**src/rtl/literal_seq_pkg.sv**
```systemverilog
// Shared definitions for the BITS literal sequencer.
// Holds the sequencer state encoding and the width constants that fix the
// group size, the assembly window, the decoded value and the bit-count field.
package literal_seq_pkg;

  typedef enum logic [2:0] {
    ST_IDLE  = 3'd0,
    ST_SHIFT = 3'd1,
    ST_FIRE  = 3'd2,
    ST_WAIT  = 3'd3,
    ST_DONE  = 3'd4
  } state_e;

  localparam int GROUP_W     = 5;
  localparam int MAX_GROUPS  = 16;
  localparam int WINDOW_W    = GROUP_W * MAX_GROUPS;
  localparam int NUM_W       = 64;
  localparam int BITS_USED_W = 7;

endpackage

```
**src/rtl/literal_sequencer_number.sv**
```systemverilog
// number_top: turns a left-aligned window of 5-bit BITS groups into a value.
// Each group is {continuation, nibble}. Starting at the most significant
// group, nibbles are appended while every earlier group carried continuation
// 1; the first group with continuation 0 is the last one taken. Zero groups
// after it are therefore ignored. The result is registered on enable.
// Ports:
//   clk, resetB      - clock, synchronous active-high reset
//   enable           - capture the decoded value this cycle
//   number_from_bits - assembly window, group 0 in the top bits
//   number           - registered decoded value
module number_top import literal_seq_pkg::*; #(
  parameter int MAX_GROUPS = 16
) (
  input  logic                            clk,
  input  logic                            resetB,
  input  logic                            enable,
  input  logic [GROUP_W*MAX_GROUPS-1:0]   number_from_bits,
  output logic [4*MAX_GROUPS-1:0]         number
);

  localparam int WIN_W = GROUP_W * MAX_GROUPS;
  localparam int VAL_W = 4 * MAX_GROUPS;

  logic [VAL_W-1:0]   chain_s;
  logic [VAL_W-1:0]   number_r;
  logic               live_s;
  logic [GROUP_W-1:0] grp_s;

  // Nibble chain: shift in nibbles until the group after a continuation-0 group
  always_comb begin
    chain_s = '0;
    live_s  = 1'b1;
    grp_s   = '0;
    for (int g = 0; g < MAX_GROUPS; g++) begin
      grp_s = number_from_bits[WIN_W-1-GROUP_W*g -: GROUP_W];
      if (live_s) begin
        chain_s = {chain_s[VAL_W-5:0], grp_s[3:0]};
        live_s  = grp_s[4];
      end else begin
        live_s  = 1'b0;
      end
    end
  end

  // Output register, updated only on the enable pulse
  always_ff @(posedge clk) begin
    if (resetB) begin
      number_r <= '0;
    end else if (enable) begin
      number_r <= chain_s;
    end
  end

  assign number = number_r;

endmodule

```
**src/rtl/literal_sequencer.sv**
```systemverilog
// literal_sequencer: pulls a serial BITS literal through a valid/ready bit
// interface, assembles it into the left-aligned window, fires number_top
// once, and returns the decoded value with the number of bits consumed.
// Ports:
//   clk, resetB     - clock, synchronous active-high reset
//   start           - begin a literal (honoured only when idle)
//   bit_in/valid    - serial stream, MSB first; bit_ready accepts it
//   literal         - decoded value, bits_used = 5 * group count
//   literal_valid   - result valid until literal_ready
//   err             - one-cycle pulse when the literal exceeds MAX_GROUPS
module literal_sequencer import literal_seq_pkg::*; #(
  parameter int MAX_GROUPS = 16
) (
  input  logic                   clk,
  input  logic                   resetB,
  input  logic                   start,
  input  logic                   bit_in,
  input  logic                   bit_valid,
  output logic                   bit_ready,
  output logic [4*MAX_GROUPS-1:0] literal,
  output logic [BITS_USED_W-1:0] bits_used,
  output logic                   literal_valid,
  input  logic                   literal_ready,
  output logic                   err
);

  localparam int WIN_W = GROUP_W * MAX_GROUPS;
  localparam int VAL_W = 4 * MAX_GROUPS;
  localparam int IDX_W = $clog2(WIN_W);
  localparam int GRP_W = $clog2(MAX_GROUPS);

  state_e               state_r;
  state_e               state_s;
  logic [WIN_W-1:0]     window_r;
  logic [GRP_W-1:0]     grp_cnt_r;
  logic [2:0]           bit_cnt_r;
  logic                 cont_r;
  logic [VAL_W-1:0]     literal_r;
  logic [BITS_USED_W-1:0] bits_used_r;
  logic                 err_r;
  logic                 accept_s;
  logic                 grp_done_s;
  logic                 last_grp_s;
  logic                 enable_s;
  logic [IDX_W-1:0]     idx_s;
  logic [VAL_W-1:0]     number_s;

  assign accept_s   = bit_valid && (state_r == ST_SHIFT);
  assign grp_done_s = accept_s && (bit_cnt_r == 3'd4);
  assign last_grp_s = (grp_cnt_r == GRP_W'(MAX_GROUPS - 1));
  assign enable_s   = (state_r == ST_FIRE);
  // Window fills from the top: group 0 bit 0 lands in the MSB
  assign idx_s      = IDX_W'(WIN_W - 1)
                    - (IDX_W'(GROUP_W) * IDX_W'(grp_cnt_r) + IDX_W'(bit_cnt_r));

  number_top #(.MAX_GROUPS(MAX_GROUPS)) u_number_top (
    .clk              (clk),
    .resetB           (resetB),
    .enable           (enable_s),
    .number_from_bits (window_r),
    .number           (number_s)
  );

  // State register
  always_ff @(posedge clk) begin
    if (resetB) begin
      state_r <= ST_IDLE;
    end else begin
      state_r <= state_s;
    end
  end

  // Next-state decode
  always_comb begin
    state_s = state_r;
    case (state_r)
      ST_IDLE: begin
        if (start) begin
          state_s = ST_SHIFT;
        end else begin
          state_s = ST_IDLE;
        end
      end
      ST_SHIFT: begin
        if (grp_done_s) begin
          if (!cont_r) begin
            state_s = ST_FIRE;
          end else if (last_grp_s) begin
            state_s = ST_IDLE;
          end else begin
            state_s = ST_SHIFT;
          end
        end else begin
          state_s = ST_SHIFT;
        end
      end
      ST_FIRE: state_s = ST_WAIT;
      ST_WAIT: state_s = ST_DONE;
      ST_DONE: begin
        if (literal_ready) begin
          state_s = ST_IDLE;
        end else begin
          state_s = ST_DONE;
        end
      end
      default: state_s = ST_IDLE;
    endcase
  end

  // Window, counters, continuation latch, result capture and overflow pulse
  always_ff @(posedge clk) begin
    if (resetB) begin
      window_r    <= '0;
      grp_cnt_r   <= '0;
      bit_cnt_r   <= 3'd0;
      cont_r      <= 1'b0;
      literal_r   <= '0;
      bits_used_r <= '0;
      err_r       <= 1'b0;
    end else begin
      err_r <= 1'b0;
      case (state_r)
        ST_IDLE: begin
          if (start) begin
            window_r  <= '0;
            grp_cnt_r <= '0;
            bit_cnt_r <= 3'd0;
            cont_r    <= 1'b0;
          end
        end
        ST_SHIFT: begin
          if (accept_s) begin
            window_r[idx_s] <= bit_in;
            if (bit_cnt_r == 3'd0) begin
              cont_r <= bit_in;
            end
            if (bit_cnt_r == 3'd4) begin
              bit_cnt_r <= 3'd0;
              // grp_cnt stays on the final group so bits_used can be derived from it
              if (cont_r && !last_grp_s) begin
                grp_cnt_r <= grp_cnt_r + GRP_W'(1);
              end
              if (cont_r && last_grp_s) begin
                err_r <= 1'b1;
              end
            end else begin
              bit_cnt_r <= bit_cnt_r + 3'd1;
            end
          end
        end
        ST_WAIT: begin
          literal_r   <= number_s;
          bits_used_r <= BITS_USED_W'(GROUP_W) * (BITS_USED_W'(grp_cnt_r) + 7'd1);
        end
        default: begin
          literal_r <= literal_r;
        end
      endcase
    end
  end

  assign bit_ready     = (state_r == ST_SHIFT);
  assign literal_valid = (state_r == ST_DONE);
  assign literal       = literal_r;
  assign bits_used     = bits_used_r;
  assign err           = err_r;

endmodule

```
**config.mk**
```make
export PLATFORM = sky130hd
export DESIGN_NAME = literal_sequencer
export DESIGN_NICKNAME = d
export VERILOG_FILES = /design/src/rtl/literal_seq_pkg.sv /design/src/rtl/literal_sequencer_number.sv /design/src/rtl/literal_sequencer.sv
export SDC_FILE = /design/constraint.sdc
export NUM_CORES = 1
export LEC_CHECK = 0
export CAP_MARGIN = 20
export CORE_MARGIN = 1
export CORE_UTILIZATION = 45
export CTS_BUF_LIST = sky130_fd_sc_hd__clkbuf_8 sky130_fd_sc_hd__clkbuf_16
export CTS_CLUSTER_DIAMETER = 100
export DETAILED_ROUTE_END_ITERATION = 12
export MAX_ROUTING_LAYER = met4
export PLACE_DENSITY = 0.74
export SLEW_MARGIN = 0
export SYNTH_ARGS = -nofsm -noshare
export SYNTH_HDL_FRONTEND = slang
export SYNTH_HIERARCHICAL = 1
export SYNTH_SLANG_ARGS = --single-unit
```
**constraint.sdc**
```tcl
create_clock -name clk -period 8.1 [get_ports clk]
set_input_delay 0.81 -clock clk [delete_from_list [all_inputs] [get_ports clk]]
set_output_delay 0.81 -clock clk [all_outputs]
set_load 0.03 [all_outputs]
```
Word level (Yosys, flattened, before mapping) --
Index checks and enable logic that the tools add are counted.
Storage, ports and cells: flip-flop bits (word level) 227, input port bits 6, output and inout port bits 74
Operators by class: equal/unequal tests 11, multiply operators 2, muxes and demuxes 55, bitwise logic cells 3, add/sub/neg operators 5, magnitude comparators 2, reduce and logical (&&, ||, !) cells 13
Operators by type and width (number):
- 2-to-1 mux 80 bit | 2
- one-hot mux 80 bit (2 select lines) | 1
- bitwise mux 80 bit | 1
- 2-to-1 mux 64 bit | 1
- 2-to-1 mux 60 bit | 1
- 2-to-1 mux 56 bit | 1
- 2-to-1 mux 52 bit | 1
- 2-to-1 mux 48 bit | 1
- 2-to-1 mux 44 bit | 1
- 2-to-1 mux 40 bit | 1
- 2-to-1 mux 36 bit | 1
- 2-to-1 mux 32 bit | 1
- 2-to-1 mux 28 bit | 1
- 2-to-1 mux 24 bit | 1
- 2-to-1 mux 1 bit | 21
- 2-to-1 mux 20 bit | 1
- 2-to-1 mux 16 bit | 1
- 2-to-1 mux 4 bit | 4
- 2-to-1 mux 3 bit | 5
- one-hot mux 3 bit (5 select lines) | 1
- 2-to-1 mux 12 bit | 1
- < comparator 7 x 8 -> 1 bit (second input constant) | 1
- 2-to-1 mux 8 bit | 1
- != test 2 x 1 -> 1 bit (second input constant) | 4
- other kinds (27) | 36

Depth between registers and ports, before layout --
depth in word-level cells 15, mapped depth 14

Modules after synthesis --
Netlist, hierarchy kept.
Modules (own cells, without submodules):
- number_top | cells an instance 1242, area an instance 8277.9 sq um, instances 1, seq. area each 1281.2 sq um
- literal_sequencer | cells an instance 837, area an instance 7369.6 sq um, instances 1, seq. area each 3263.1 sq um

Least setup slack after synthesis --
Ideal clock, no wire load.
path type reg2reg, start point register grp_cnt_r[0], end point register window_r[19], setup time 0.117 ns, stages on the path, launching flop included 14, path slack 4.705 ns, required time 7.983 ns, period minus slack after synthesis 3.395 ns, arrival time 3.278 ns, path through dfxtp_1 ha_1 inv_1 fa_1 ha_1 ha_1 buf_2 and3_1 a221oi_2 xnor2_2 buf_2 clkbuf_1 nand3_1 a32o_1
On the way: longest elaborated chain between the ends 10
RTL lines:
- start: declaration | line literal_sequencer.sv:35 | logic [GRP_W-1:0] grp_cnt_r;
- start signal: assignment | line literal_sequencer.sv:141 | grp_cnt_r <= grp_cnt_r + GRP_W'(1);
- multiplier 3 x 4 -> 7 bit * | line literal_sequencer.sv:54 | - (IDX_W'(GROUP_W) * IDX_W'(grp_cnt_r) + IDX_W'(bit_cnt_r));
- adder 7 x 3 -> 7 bit * | line literal_sequencer.sv:54
- subtractor 7 bit * | line literal_sequencer.sv:54
- < comparator 7 x 8 -> 1 bit (not written as such) / greater-or-equal comparator 7 x 1 -> 1 bit (equally long branches) | line literal_sequencer.sv:133 | window_r[idx_s] <= bit_in;
- logical AND 1 bit (not written as such) | line literal_sequencer.sv:133
- 2-to-1 mux 1 bit (not written as such) | line literal_sequencer.sv:133
- demux 1 bit (select 7 bit) * | line literal_sequencer.sv:133
- bitwise mux 80 bit * | line literal_sequencer.sv:133
- 2-to-1 mux 80 bit * | line literal_sequencer.sv:132 | if (accept_s) begin
- one-hot mux 80 bit (2 select lines) * | line literal_sequencer.sv:122 | case (state_r)
- end signal: indexed assignment | line literal_sequencer.sv:133
- end: declaration | line literal_sequencer.sv:34 | logic [WIN_W-1:0] window_r;
Mark *: on every way between the ends. The rest lies on a longest branch, timed or not. The select of a mux whose other input is x is not followed. A chain may end at the register's enable or synchronous reset.

Final worst setup path --
start point register window_r[74], end point register u_number_top.number_r[37], in the netlist u_number_top/number[37]
On the way: longest elaborated chain between the ends 15
RTL lines:
- 2-to-1 mux 1 bit * | line literal_sequencer_number.sv:36 | if (live_s) begin
- 2-to-1 mux 12 bit / 2-to-1 mux 1 bit (equally long branches) | line literal_sequencer_number.sv:36
- 2-to-1 mux 16 bit / 2-to-1 mux 1 bit (equally long branches) | line literal_sequencer_number.sv:36
- 2-to-1 mux 20 bit / 2-to-1 mux 1 bit (equally long branches) | line literal_sequencer_number.sv:36
- 2-to-1 mux 24 bit / 2-to-1 mux 1 bit (equally long branches) | line literal_sequencer_number.sv:36
- 2-to-1 mux 28 bit / 2-to-1 mux 1 bit (equally long branches) | line literal_sequencer_number.sv:36
- 2-to-1 mux 32 bit / 2-to-1 mux 1 bit (equally long branches) | line literal_sequencer_number.sv:36
- 2-to-1 mux 36 bit / 2-to-1 mux 1 bit (equally long branches) | line literal_sequencer_number.sv:36
- 2-to-1 mux 40 bit / 2-to-1 mux 1 bit (equally long branches) | line literal_sequencer_number.sv:36
- 2-to-1 mux 44 bit / 2-to-1 mux 1 bit (equally long branches) | line literal_sequencer_number.sv:36
- 2-to-1 mux 48 bit / 2-to-1 mux 1 bit (equally long branches) | line literal_sequencer_number.sv:36
- 2-to-1 mux 52 bit / 2-to-1 mux 1 bit (equally long branches) | line literal_sequencer_number.sv:36
- 2-to-1 mux 56 bit / 2-to-1 mux 1 bit (equally long branches) | line literal_sequencer_number.sv:36
- 2-to-1 mux 60 bit / 2-to-1 mux 1 bit (equally long branches) | line literal_sequencer_number.sv:36
- 2-to-1 mux 64 bit * | line literal_sequencer_number.sv:36
- end signal: assignment | line literal_sequencer_number.sv:50 | number_r <= chain_s;
- end: declaration | line literal_sequencer_number.sv:25 | logic [VAL_W-1:0] number_r;
Mark *: on every way between the ends. The rest lies on a longest branch, timed or not.

==> flow_summary.ini <==
[run_status]
outcome = finished clean

[worst_setup_path]
crit_family = simple AND/OR/NAND/NOR gates
crit_buf_inv = 2
crit_required_ps = 8490
path_max_fanout = 29
crit_arrival_ps = 4720
critPathCaptureType = register
cpPeakStageDelay_ps = 940
worstSetupPathType = register to register
cp_cell_sequence = and4_1, nand3_2, nor2_2, buf_4, nand3_1, nor2_1, buf_4, a211oi_1, a211oi_1, nor3_1
slowest_stage = dfxtp_1
cp-start-kind = register

[die]
ios = 80
dieHeight_um = 188.3
die_area_sq_um = 35440
core-area_sq_um = 33870
initial_core_util_pct = 46.10
die_w_um = 188.3
num_rows = 67

[placed_design]
pre_cts_slack_ps = 4002
portBuffers = 79
place_congestion = 1.049
dp_hpwl_um = 49550

[yosys]
ys_warn_count = 6
syn_inst = 2076
syn_area_per_cell_sq_um = 7.520
syn_area_sq_um = 15610
syn_nets = 2102

[cts]
ctsRootBufferMaster = clkbuf_16
cts_buffers = 25
clockBufferDepth = 3
cts_hold_buf = 0
htreeDepth = 1
clock_latency_ps = 550
post-cts-setup-buffers = 0
clock_sinks = 226
cts_resized = 0
clkTransAtPathRegs_ps = 60
cts_tree = built

[grt]
grt_overflow = 0
grt_usage_pct = 39.63
grt_antenna_before_repair = 2
grt_pass1_vias = 16018
grt_max_degree = 80
grt_first_pass_wirelength_um = 104000

[sta]
hold_viol_final = 0
slew_viol_final = 0
fin_setup_tns_ps = 0
skew_ps = 28.58
slew_headroom_pct = 32.83
fin_hold_ws_ps = 444.0
finalCritPeriodShare_pct = 53.48
fmax_ghz = 0.2309
setup_slack_ps = 3769
period_minus_slack_ps = 4331
setup_viol_count_final = 0
tightest_slew_ps = 997.1
rsz0062_at_grt = false

[drt]
wl_met2_um = 30100
top_layer = met4
m1WireLength_um = 27510
routed-via-count = 17358
drc = 0
vias_per_cell = 6.952
drtAntennaViolNets = 0
avgRoutedWirePerCell_um = 28.02
first_iter_violations = 2447
wl_met3_um = 8075
dr.pass1.iters = 6
drt_wl_total_um = 69980

[power_and_ir_drop]
power_w = 0.002358
max-vdd-ir-drop_uv = 171.4
power_per_cell_area_nw_per_um2 = 137.1
p_leak_nw = 5.171

[cells_and_area]
area_delta_synth_final_pct = 10.22
mostFrequentLayoutCell = nand2_1
drive_above_1_share_pct = 8.117
nNetsFinal = 2054
final_cell_mix = nand2_1 (304), dfxtp_1 (224), a21oi_1 (192)

[worst_hold_path]
hold_path.class = register to register

[flow_run]
drv_cap = 0
==> final timing paths <==
kind | startpoint | end | slack (ps) | depth (start not counted)
min | u_number_top/number[43]$_SDFFE_PP0P_ | u_number_top/number[43]$_SDFFE_PP0P_ | 440 | 2
max reg2reg | window_r[74]$_SDFFE_PP0P_ | u_number_top/number[37]$_SDFFE_PP0P_ | 3770 | 10
min reg2reg | u_number_top/number[43]$_SDFFE_PP0P_ | u_number_top/number[43]$_SDFFE_PP0P_ | 440 | 2
max | window_r[74]$_SDFFE_PP0P_ | u_number_top/number[37]$_SDFFE_PP0P_ | 3770 | 10
==> state kept, by name (all words and copies together) (netlist names) <==
name                 cells
window_r                79
u_number_top/number     64
literal                 64
state_r                  3
bit_cnt_r                3
grp_cnt_r                4
bits_used                7
cont_r                   1
err                      1
==> report_power, final <==
group	internal, W	switching, W	total [W]
sequential	0.00111	0.00000320	0.00112
combinational	0.0000234	0.0000881	0.000112
clock	0.000640	0.000491	0.00113
total	0.00178	0.000583	0.00236
==> worst min-delay path, cell delays in order (launching register included) <==
cell and delay (ps):
dfxtp_1 310, nand2_1 50, nand2_1 40
==> final cells by class <==
cell class | count | area (sq um)
Antenna cell | 4 | 10.01
Clock buffer | 29 | 680.7
Clock inverter | 15 | 132.6
Fill cell | 3337 | 16660
Inverter | 35 | 131.4
Multi-Input combinational cell | 1617 | 10050
Sequential cell | 226 | 4527
Tap cell | 448 | 560.5
Timing Repair Buffer | 123 | 1119
==> layer usage <==
layer  track usage [%]  vias to the layer above
met3             9.573                      285
met2             57.91                     1170
met4             20.48                        0
li1                  -                     7682
met5                 -                        -
met1             50.49                     8221
==> per-stage QoR <==
step	std cells	utilization (%)	cell area, sq um
3_3_place_gp	2448	48.35	16380
5_1_grt	2495	50.79	17200
2_1_floorplan	2076	-	15610
3_5_place_dp	2448	48.35	16380
4_1_cts	2492	50.75	17190
6_report	2497	50.81	17210
Power figures use the tool's default switching activity.
